[config.mk]
export PLATFORM = sky130hd
export DESIGN_NAME = fft_control_unit_2
export DESIGN_NICKNAME = d
export VERILOG_FILES = /design/src/rtl/fft_control_unit_2.sv
export SDC_FILE = /design/constraint.sdc
export NUM_CORES = 1
export LEC_CHECK = 0
export CAP_MARGIN = 20
export CORE_ASPECT_RATIO = 1.1
export CORE_MARGIN = 4
export CORE_UTILIZATION = 60
export CTS_BUF_LIST = sky130_fd_sc_hd__clkbuf_8
export DETAILED_ROUTE_END_ITERATION = 6
export GPL_TIMING_DRIVEN = 0
export PLACE_DENSITY = 0.84
export SLEW_MARGIN = 30
export SYNTH_ARGS = -nofsm -noshare
export SYNTH_HDL_FRONTEND = slang
export SYNTH_SLANG_ARGS = --single-unit
[constraint.sdc]
create_clock -name clk -period 13.2 [get_ports clk]
set_input_delay 1.98 -clock clk [delete_from_list [all_inputs] [get_ports clk]]
set_output_delay 1.98 -clock clk [all_outputs]
set_load 0.05 [all_outputs]
[src/rtl/fft_control_unit_2.sv]
// fft_control_unit_2: sequencer for an in-place radix-2 FFT (bit-reversed load, staged butterflies, ordered unload).
// Optional feature macro FFT_CU_SCALE_EN: when defined, scale_o follows bf_ce_o during COMPUTE (1/N overall scaling).
module fft_control_unit_2 #(
  parameter int N      = 1024,
  parameter int BF_LAT = 3
) (
  input  logic                   clk,
  input  logic                   rstn,
  input  logic                   start_i,
  input  logic                   inverse_i,
  input  logic                   dready_i,
  input  logic                   dl_busy_i,
  output logic                   busy_o,
  output logic                   src_sel_o,
  output logic [$clog2(N)-1:0]   bram_addr_x0_o,
  output logic [$clog2(N)-1:0]   bram_addr_x1_o,
  output logic                   bram_x0_en_o,
  output logic                   bram_x1_en_o,
  output logic                   bram_x0_we_o,
  output logic                   bram_x1_we_o,
  output logic                   bf_ce_o,
  output logic [$clog2(N)-2:0]   twiddle_addr_o,
  output logic                   twiddle_conj_o,
  output logic                   scale_o,
  output logic                   fft_ready_o,
  output logic                   fft_done_o
);

  localparam int AW = $clog2(N);
  localparam int BW = AW - 1;
  localparam int SW = $clog2(AW);
  localparam int PW = $clog2(BF_LAT + 2);

  localparam logic [2:0] ST_IDLE    = 3'd0;
  localparam logic [2:0] ST_LOAD    = 3'd1;
  localparam logic [2:0] ST_COMPUTE = 3'd2;
  localparam logic [2:0] ST_UNLOAD  = 3'd3;
  localparam logic [2:0] ST_DONE    = 3'd4;

  localparam logic [AW-1:0] K_LAST = AW'(N - 1);
  localparam logic [BW-1:0] B_LAST = BW'(N / 2 - 1);
  localparam logic [SW-1:0] S_LAST = SW'(AW - 1);
  localparam logic [PW-1:0] PH_RD  = {PW{1'b0}};
  localparam logic [PW-1:0] PH_WR  = PW'(BF_LAT + 1);

  logic [2:0]    r_state;
  logic [AW-1:0] r_k;
  logic [AW-1:0] r_j;
  logic [SW-1:0] r_s;
  logic [BW-1:0] r_b;
  logic [PW-1:0] r_ph;
  logic          r_drain;
  logic          r_conj;
  logic          r_ready;

  logic [AW-1:0] w_span;
  logic [AW-1:0] w_b_ext;
  logic [AW-1:0] w_pos;
  logic [SW:0]   w_s_p1;
  logic [AW-1:0] w_a0;
  logic [AW-1:0] w_a1;
  logic [SW-1:0] w_tw_sh;
  logic [BW-1:0] w_tw;
  logic          w_ul_rd;

  function automatic logic [AW-1:0] bit_rev(input logic [AW-1:0] v);
    logic [AW-1:0] r;
    r = {AW{1'b0}};
    for (int i = 0; i < AW; i++) begin
      r[i] = v[AW-1-i];
    end
    return r;
  endfunction

  // Butterfly pair addresses and twiddle index for stage r_s, butterfly r_b
  always_comb begin
    w_span  = {{(AW-1){1'b0}}, 1'b1} << r_s;
    w_b_ext = {1'b0, r_b};
    w_pos   = w_b_ext & (w_span - {{(AW-1){1'b0}}, 1'b1});
    w_s_p1  = {1'b0, r_s} + {{SW{1'b0}}, 1'b1};
    w_a0    = ((w_b_ext >> r_s) << w_s_p1) | w_pos;
    w_a1    = w_a0 + w_span;
    w_tw_sh = S_LAST - r_s;
    w_tw    = w_pos[BW-1:0] << w_tw_sh;
  end

  assign w_ul_rd = (r_state == ST_UNLOAD) && !r_drain && !dl_busy_i;

  // State, counters and the registered status outputs
  always_ff @(posedge clk) begin
    if (!rstn) begin
      r_state <= ST_IDLE;
      r_k     <= {AW{1'b0}};
      r_j     <= {AW{1'b0}};
      r_s     <= {SW{1'b0}};
      r_b     <= {BW{1'b0}};
      r_ph    <= {PW{1'b0}};
      r_drain <= 1'b0;
      r_conj  <= 1'b0;
      r_ready <= 1'b0;
    end else begin
      r_ready <= w_ul_rd;
      case (r_state)
        ST_IDLE: begin
          if (start_i) begin
            r_state <= ST_LOAD;
            r_conj  <= inverse_i;
            r_k     <= {AW{1'b0}};
          end
        end
        ST_LOAD: begin
          if (dready_i) begin
            if (r_k == K_LAST) begin
              r_state <= ST_COMPUTE;
              r_k     <= {AW{1'b0}};
              r_s     <= {SW{1'b0}};
              r_b     <= {BW{1'b0}};
              r_ph    <= {PW{1'b0}};
            end else begin
              r_k <= r_k + {{(AW-1){1'b0}}, 1'b1};
            end
          end
        end
        ST_COMPUTE: begin
          if (r_ph == PH_WR) begin
            r_ph <= {PW{1'b0}};
            if (r_b == B_LAST) begin
              r_b <= {BW{1'b0}};
              if (r_s == S_LAST) begin
                r_state <= ST_UNLOAD;
                r_s     <= {SW{1'b0}};
                r_j     <= {AW{1'b0}};
                r_drain <= 1'b0;
              end else begin
                r_s <= r_s + {{(SW-1){1'b0}}, 1'b1};
              end
            end else begin
              r_b <= r_b + {{(BW-1){1'b0}}, 1'b1};
            end
          end else begin
            r_ph <= r_ph + {{(PW-1){1'b0}}, 1'b1};
          end
        end
        ST_UNLOAD: begin
          // The drain cycle carries the last fft_ready_o before DONE
          if (r_drain) begin
            r_drain <= 1'b0;
            r_state <= ST_DONE;
          end else if (!dl_busy_i) begin
            if (r_j == K_LAST) begin
              r_j     <= {AW{1'b0}};
              r_drain <= 1'b1;
            end else begin
              r_j <= r_j + {{(AW-1){1'b0}}, 1'b1};
            end
          end
        end
        ST_DONE: begin
          r_state <= ST_IDLE;
        end
        default: begin
          r_state <= ST_IDLE;
        end
      endcase
    end
  end

  // BRAM / butterfly strobes decoded from state, phase and the per-cycle qualifiers
  always_comb begin
    src_sel_o      = 1'b0;
    bram_addr_x0_o = {AW{1'b0}};
    bram_addr_x1_o = {AW{1'b0}};
    bram_x0_en_o   = 1'b0;
    bram_x1_en_o   = 1'b0;
    bram_x0_we_o   = 1'b0;
    bram_x1_we_o   = 1'b0;
    bf_ce_o        = 1'b0;
    twiddle_addr_o = {BW{1'b0}};
    case (r_state)
      ST_LOAD: begin
        if (dready_i) begin
          bram_x0_en_o   = 1'b1;
          bram_x0_we_o   = 1'b1;
          bram_addr_x0_o = bit_rev(r_k);
        end else begin
          bram_x0_en_o = 1'b0;
        end
      end
      ST_COMPUTE: begin
        bram_addr_x0_o = w_a0;
        bram_addr_x1_o = w_a1;
        twiddle_addr_o = w_tw;
        if (r_ph == PH_RD) begin
          bram_x0_en_o = 1'b1;
          bram_x1_en_o = 1'b1;
          bf_ce_o      = 1'b1;
        end else if (r_ph == PH_WR) begin
          bram_x0_en_o = 1'b1;
          bram_x1_en_o = 1'b1;
          bram_x0_we_o = 1'b1;
          bram_x1_we_o = 1'b1;
          src_sel_o    = 1'b1;
        end else begin
          bf_ce_o = 1'b1;
        end
      end
      ST_UNLOAD: begin
        if (w_ul_rd) begin
          bram_x0_en_o   = 1'b1;
          bram_addr_x0_o = r_j;
        end else begin
          bram_x0_en_o = 1'b0;
        end
      end
      default: begin
        bf_ce_o = 1'b0;
      end
    endcase
  end

  assign busy_o         = (r_state != ST_IDLE);
  assign fft_done_o     = (r_state == ST_DONE);
  assign fft_ready_o    = r_ready;
  assign twiddle_conj_o = r_conj;

`ifdef FFT_CU_SCALE_EN
  assign scale_o = bf_ce_o;
`else
  assign scale_o = 1'b0;
`endif

endmodule
==> results.cfg, run 1 <==
[run_status]
outcome = completed

[timing]
rsz0062_at_grt = no
tightest_slew_ps = 879
hold_viol_final = 0
fin_crit_sh_pct = 57.7
period_minus_slack_ps = 7620
clock_skew_ps = 6.88
setup-violations-final = 0
relSlewSlack_pct = 40.8
finalSetupTns_ps = 0
slew_viol_final = 0
layout_setup_ws_ps = 5580
fmax_mhz = 131

[worst_setup_path]
critical_path.top_delay_family = buffers and inverters
cp_num_buf_inv = 5
cp_slowest_stage_delay_ps = 790
cp-end-kind = output pin
worst_path_max_delay_cell = clkdlybuf4s50_1
cp_max_fo = 11
path_cells = buf_4 -> inv_1 -> clkbuf_1 -> ha_1 -> clkbuf_1 -> nand2_1 -> ha_1 -> xor2_1 -> nand2_1 -> o21ai_0 -> ha_1 -> a21o_1 -> a21oi_1 -> o21bai_1 -> a2111oi_0 -> nor3_1 -> xor2_1 -> and2_1 -> clkdlybuf4s50_1
cp.arrival_ps = 5640
start_kind = flop
cpMostUsedCell = ha_1
critical_path_class = flop to output pin
required_ps = 11220

[routing]
vias = 4527
vias_per_cell = 6.54
first_pass_iters = 5
wl_um = 12700
drt_iter0_markers = 404
drc_errors = 0
post_drt_wl_per_cell_um = 18.3
antenna_left = 0

[cells_and_area]
drive_above_1_share_pct = 8.69
finalNetCount = 640
final_util_pct = 72.3
fin_area_um2 = 4830
area_delta_synth_final_pct = 15.6
antenna_cells = 0

[power]
power_mw = 0.448
leakage_nw = 1.93
swShare_pct = 42.8
switchingPower_mw = 0.192
p_clk_share_pct = 22.2
ir_worst_vdd_mv = 0.140
p_int_mw = 0.256
combPwrFrac_pct = 45.9
seq_power_share_pct = 31.9
power.density_nw_per_um2 = 92.8

[yosys]
syn_nets = 589
async_flop_share_pct = 0
synth_cell_types = 75
postSynthAreaPerCell_um2 = 7.48
synth_area_leaders = dfxtp_1, ha_1, nor2_1
synth_edf_count = 0
synth-seq-cells = 42
yosys_warnings = 0
synth.cell_area_um2 = 4170
synth_top_area_share_pct = 20.1
synth_top_area_cell = dfxtp_1
syn_inst = 558
synth_ff_type = dfxtp_1
yosysSeqAreaShare_pct = 20.1

[place]
numPortBuffers = 44
place_area_um2 = 4720
finalWeightedCongestion = 1.02
dp_hpwl_um = 9730
dp_slack_ps = 6010

[clocking]
cts_tree = built
cts.sinks = 42
clk_pin_slew_ps = 80
ctsHoldBuffers = 0
cts_buffers = 5
cts_root_buffer = clkbuf_8
cts_resized = 0
clk_latency_ps = 300
post-cts-setup-buffers = 0
clock_path_buffers = 2
h-tree-depth = 2

[global_route]
grt_overflow = 0
grt_first_pass_wirelength_um = 20900
antenna_found_initial = 0
grt_max_degree = 14
grt_usage_pct = 31.3
grt_pass1_vias = 4312

[flow_run]
maxCapViolCount = 0

[floorplan]
die_area_um2 = 8360
die_h_um = 95.5
row_count = 31
initial_core_util_pct = 62.6
pin_count = 46
core_um2 = 6670
die_w_um = 87.5

[hold_path]
hold_class = flop to flop
==> routing by layer <==
metal  GRT usage [%]  part of all wire (%)  vias up
li1                -                     -     2133
met1            40.0                    41     2107
met2            51.8                    47      235
met3            3.37                   7.1       52
met4            16.1                   4.5        0
met5               0                     0        -
==> synthesized netlist by cell type, types with 3 or more instances <==
library cell   n
o21a_1         5
nand3_1       17
clkbuf_1      17
and3_1        11
buf_2         12
nand2b_1       8
buf_1          3
dfxtp_1       42
o31ai_1        5
nor3b_1        5
o211a_1        3
a22o_1         5
nor3_1        14
nand4_1       12
o22ai_1        5
buf_4          5
or3_1         13
ha_1          24
nor2_1        60
a21boi_0       6
nor4_1         4
a22oi_1       11
a211oi_1       5
nand4b_1       3
mux2_2        10
or2_2          4
xnor2_1       10
nor2b_1       15
inv_1         11
a21oi_1       34
o21ai_0       26
xor2_1        20
mux2i_1       11
nand3b_1       3
nand2_1       49
a21o_1         9
and2_1        11
==> layout make-up <==
type | instances | area, um^2
fillers | 562 | 1850
inverters | 12 | 45.0
repair buffers | 44 | 440
multi-input cells | 466 | 3100
clock inverters | 3 | 40.0
well taps | 82 | 103
clock buffers | 5 | 68.8
flip-flops and latches | 42 | 841
plain buffers | 38 | 184
==> kinds of logic after synthesis <==
group           synth area share (%)
simple gates                    29.4
compound gates                  24.5
buf+inv                         5.49
flops                           20.1
xor+xnor                        6.29
fa+ha+maj                       7.67
mux                             6.41
other cells                   0.0898
==> power groups by stage <==
stage / clock network, mW / registers [mW] / logic [mW]
2_1_floorplan: 0 / 0.146 / 0.144
3_3_place_gp: 0 / 0.145 / 0.197
3_5_place_dp: 0 / 0.145 / 0.202
4_1_cts: 0.100 / 0.143 / 0.204
5_1_grt: 0.106 / 0.144 / 0.221
6_report: 0.0993 / 0.143 / 0.206
==> cell usage in the layout, fill, tap and decap left out, types with 12 or more instances in the layout <==
cell type        instances
nand4_1                 12
dfxtp_1                 42
ha_1                    24
a21oi_1                 34
buf_2                   12
nand3_1                 17
o21ai_0                 26
nor2_1                  60
nor3_1                  14
xor2_1                  20
clkdlybuf4s50_1         44
nand2_1                 49
clkbuf_1                17
nor2b_1                 15
or3_1                   13
==> stage by stage <==
| step | hold slack, ps | cells |
|---|---|---|
| after floorplan | 463 | 558 |
| after global placement | 495 | 684 |
| after detailed placement | 504 | 684 |
| after CTS | 508 | 692 |
| after global routing | 540 | 692 |
| final | 513 | 692 |
==> state kept, by name, indices dropped and copies added (netlist names) <==
| register | count |
|---|---|
| r_j | 10 |
| twiddle_conj_o | 1 |
| r_drain | 1 |
| r_state | 3 |
| r_k | 10 |
| r_ph | 3 |
| r_s | 4 |
| fft_ready_o | 1 |
| r_b | 9 |
==> tightest hold or removal path, stage by stage (launching register included) <==
cell     delay [ps]
dfxtp_1         340
o21ai_0          80
a21oi_1          60
==> final timing paths <==
path	startpoint	endpoint	slack [ps]	cells after the start
max	r_s[0]	bram_addr_x1_o[8]	5580	19
max reg2reg	r_b[3]	r_j[7]	10320	11
min	r_j[5]	r_j[5]	510	2
min reg2reg	r_j[5]	r_j[5]	510	2
No activity file was read; power rests on OpenSTA's default activity.
==> inputs of run 2 (changes only) <==
--- a/config.mk
+++ b/config.mk
@@ -8,11 +8,11 @@
 export CAP_MARGIN = 20
 export CORE_ASPECT_RATIO = 1.1
 export CORE_MARGIN = 4
-export CORE_UTILIZATION = 60
+export CORE_UTILIZATION = 54
 export CTS_BUF_LIST = sky130_fd_sc_hd__clkbuf_8
 export DETAILED_ROUTE_END_ITERATION = 6
 export GPL_TIMING_DRIVEN = 0
-export PLACE_DENSITY = 0.84
+export PLACE_DENSITY = 0.8
 export SLEW_MARGIN = 30
 export SYNTH_ARGS = -nofsm -noshare
 export SYNTH_HDL_FRONTEND = slang
==> constraint.sdc (replaced) <==
create_clock -name clk -period 6.5 [get_ports clk]
set_input_delay 0.975 -clock clk [delete_from_list [all_inputs] [get_ports clk]]
set_output_delay 0.975 -clock clk [all_outputs]
set_load 0.05 [all_outputs]
==> results.cfg, run 2 (same netlist as run 1, synthesis figures left out) <==
[timing]
hold_viol_final = 0
slew_viol_final = 0
period_minus_slack_ps = 6010
relSlewSlack_pct = 43.2
fin_crit_sh_pct = 92.5
layout_setup_ws_ps = 490
fmax_mhz = 166
clock_skew_ps = 7.17
setup-violations-final = 0
tightest_slew_ps = 843
rsz0062_at_grt = no
finalSetupTns_ps = 0

[clocking]
h-tree-depth = 2
cts_resized = 0
cts_tree = built
cts_root_buffer = clkbuf_8
clock_path_buffers = 2
clk_pin_slew_ps = 90
ctsHoldBuffers = 0
clk_latency_ps = 300
cts_buffers = 5
post-cts-setup-buffers = 0
cts.sinks = 42

[routing]
drc_errors = 0
first_pass_iters = 5
drt_iter0_markers = 429
wl_um = 12500
vias = 4489
post_drt_wl_per_cell_um = 17.5
antenna_left = 0
vias_per_cell = 6.28

[worst_setup_path]
cp-end-kind = output pin
cp_slowest_stage_delay_ps = 820
cp.arrival_ps = 5040
path_cells = buf_4 -> inv_1 -> clkbuf_2 -> ha_1 -> clkbuf_1 -> o21a_1 -> o21a_1 -> o31ai_1 -> a21bo_1 -> ha_1 -> or4_1 -> a21oi_1 -> o21ai_0 -> a21oi_1 -> clkdlybuf4s50_1
start_kind = flop
worst-r2r-setup-slack_ps = 3590
required_ps = 5520
cp_max_fo = 11
worst_path_max_delay_cell = clkdlybuf4s50_1
critical_path_class = flop to output pin

[power]
leakage_nw = 1.96
power.density_nw_per_um2 = 180
ir_worst_vdd_mv = 0.290

[place]
dp_slack_ps = 418
numPortBuffers = 44
finalWeightedCongestion = 1.02
dp.cells = 707
dp_hpwl_um = 9640

[global_route]
grt_first_pass_wirelength_um = 20500
grt_usage_pct = 27.0
antenna_found_initial = 0
use_met1_pct = 32.6
grt_pass1_vias = 4323
top_usage_layer = met2
grt_max_degree = 14
grtUsageMet3_pct = 3.15
grt_overflow = 0
grt.met2_usage_pct = 47.3

[cells_and_area]
area_delta_synth_final_pct = 15.9
mostFrequentLayoutCell = nor2_1
fillCellCount = 649
largestRegisters = r_j (10), r_k (10), r_b (9)
finalNetCount = 640
drive_above_1_share_pct = 8.69
antenna_cells = 0
final_cell_mix = nor2_1, nand2_1, dfxtp_1, clkdlybuf4s50_1, a21oi_1
final_cells = 715

[floorplan]
row_count = 33
core_um2 = 7470
initial_core_util_pct = 55.9
die_area_um2 = 9200
die_w_um = 91.8
pin_count = 46
die_h_um = 100

[flow_run]
maxCapViolCount = 0

[hold_path]
hold_class = flop to flop

[run_status]
outcome = completed
run 2: critical path: cells and delay by family, from the launching register on:
family	cells	cell delay [ps]
AO/OA/AOI/OAI	7	1720
buffers and inverters	5	1590
AND/OR/NAND/NOR	1	490
adder cells (fa/ha/maj)	2	480
flip-flops	1	460
run 2: final timing paths:
| path | to | cells past startpoint | from |
|---|---|---|---|
| max reg2reg | r_j[7] | 11 | r_b[3] |
| max | bram_addr_x1_o[7] | 15 | r_s[0] |
| min | r_j[8] | 2 | r_j[8] |
| min reg2reg | r_j[8] | 2 | r_j[8] |
run 2: routing by layer:
layer	part of all wire (%)	wire, um
met3	7.3	908
met2	48	6000
met1	40	5010
met5	0	0
met4	4.7	587
run 2: area by class of cell:
cell class	count	area [um^2]	share of cell area, %
Multi-Input combinational cell	466	3100	64.2
Sequential cell	42	841	17.4
Timing Repair Buffer	44	445	9.21
Buffer	38	185	3.83
Tap cell	105	131	2.72
Clock buffer	5	68.8	1.42
Inverter	12	45.0	0.931
Clock inverter	3	17.5	0.362
run 2: where the power goes:
| group | internal (mW) | switching, mW |
|---|---|---|
| Clock | 0.0744 | 0.0974 |
| Combinational | 0.133 | 0.278 |
| Sequential | 0.274 | 0.0163 |
| Total | 0.482 | 0.391 |
run 2: through the flow:
step | util, % | cell area [um^2] | hold slack (ps) | total power [mW]
global route | 64.7 | 4840 | 555 | 0.921
detailed placement | 63.5 | 4750 | 505 | 0.704
floorplan | - | 4170 | 463 | 0.588
CTS | 64.7 | 4830 | 517 | 0.873
finish | 64.7 | 4840 | 513 | 0.873
global placement | 63.5 | 4750 | 489 | 0.697
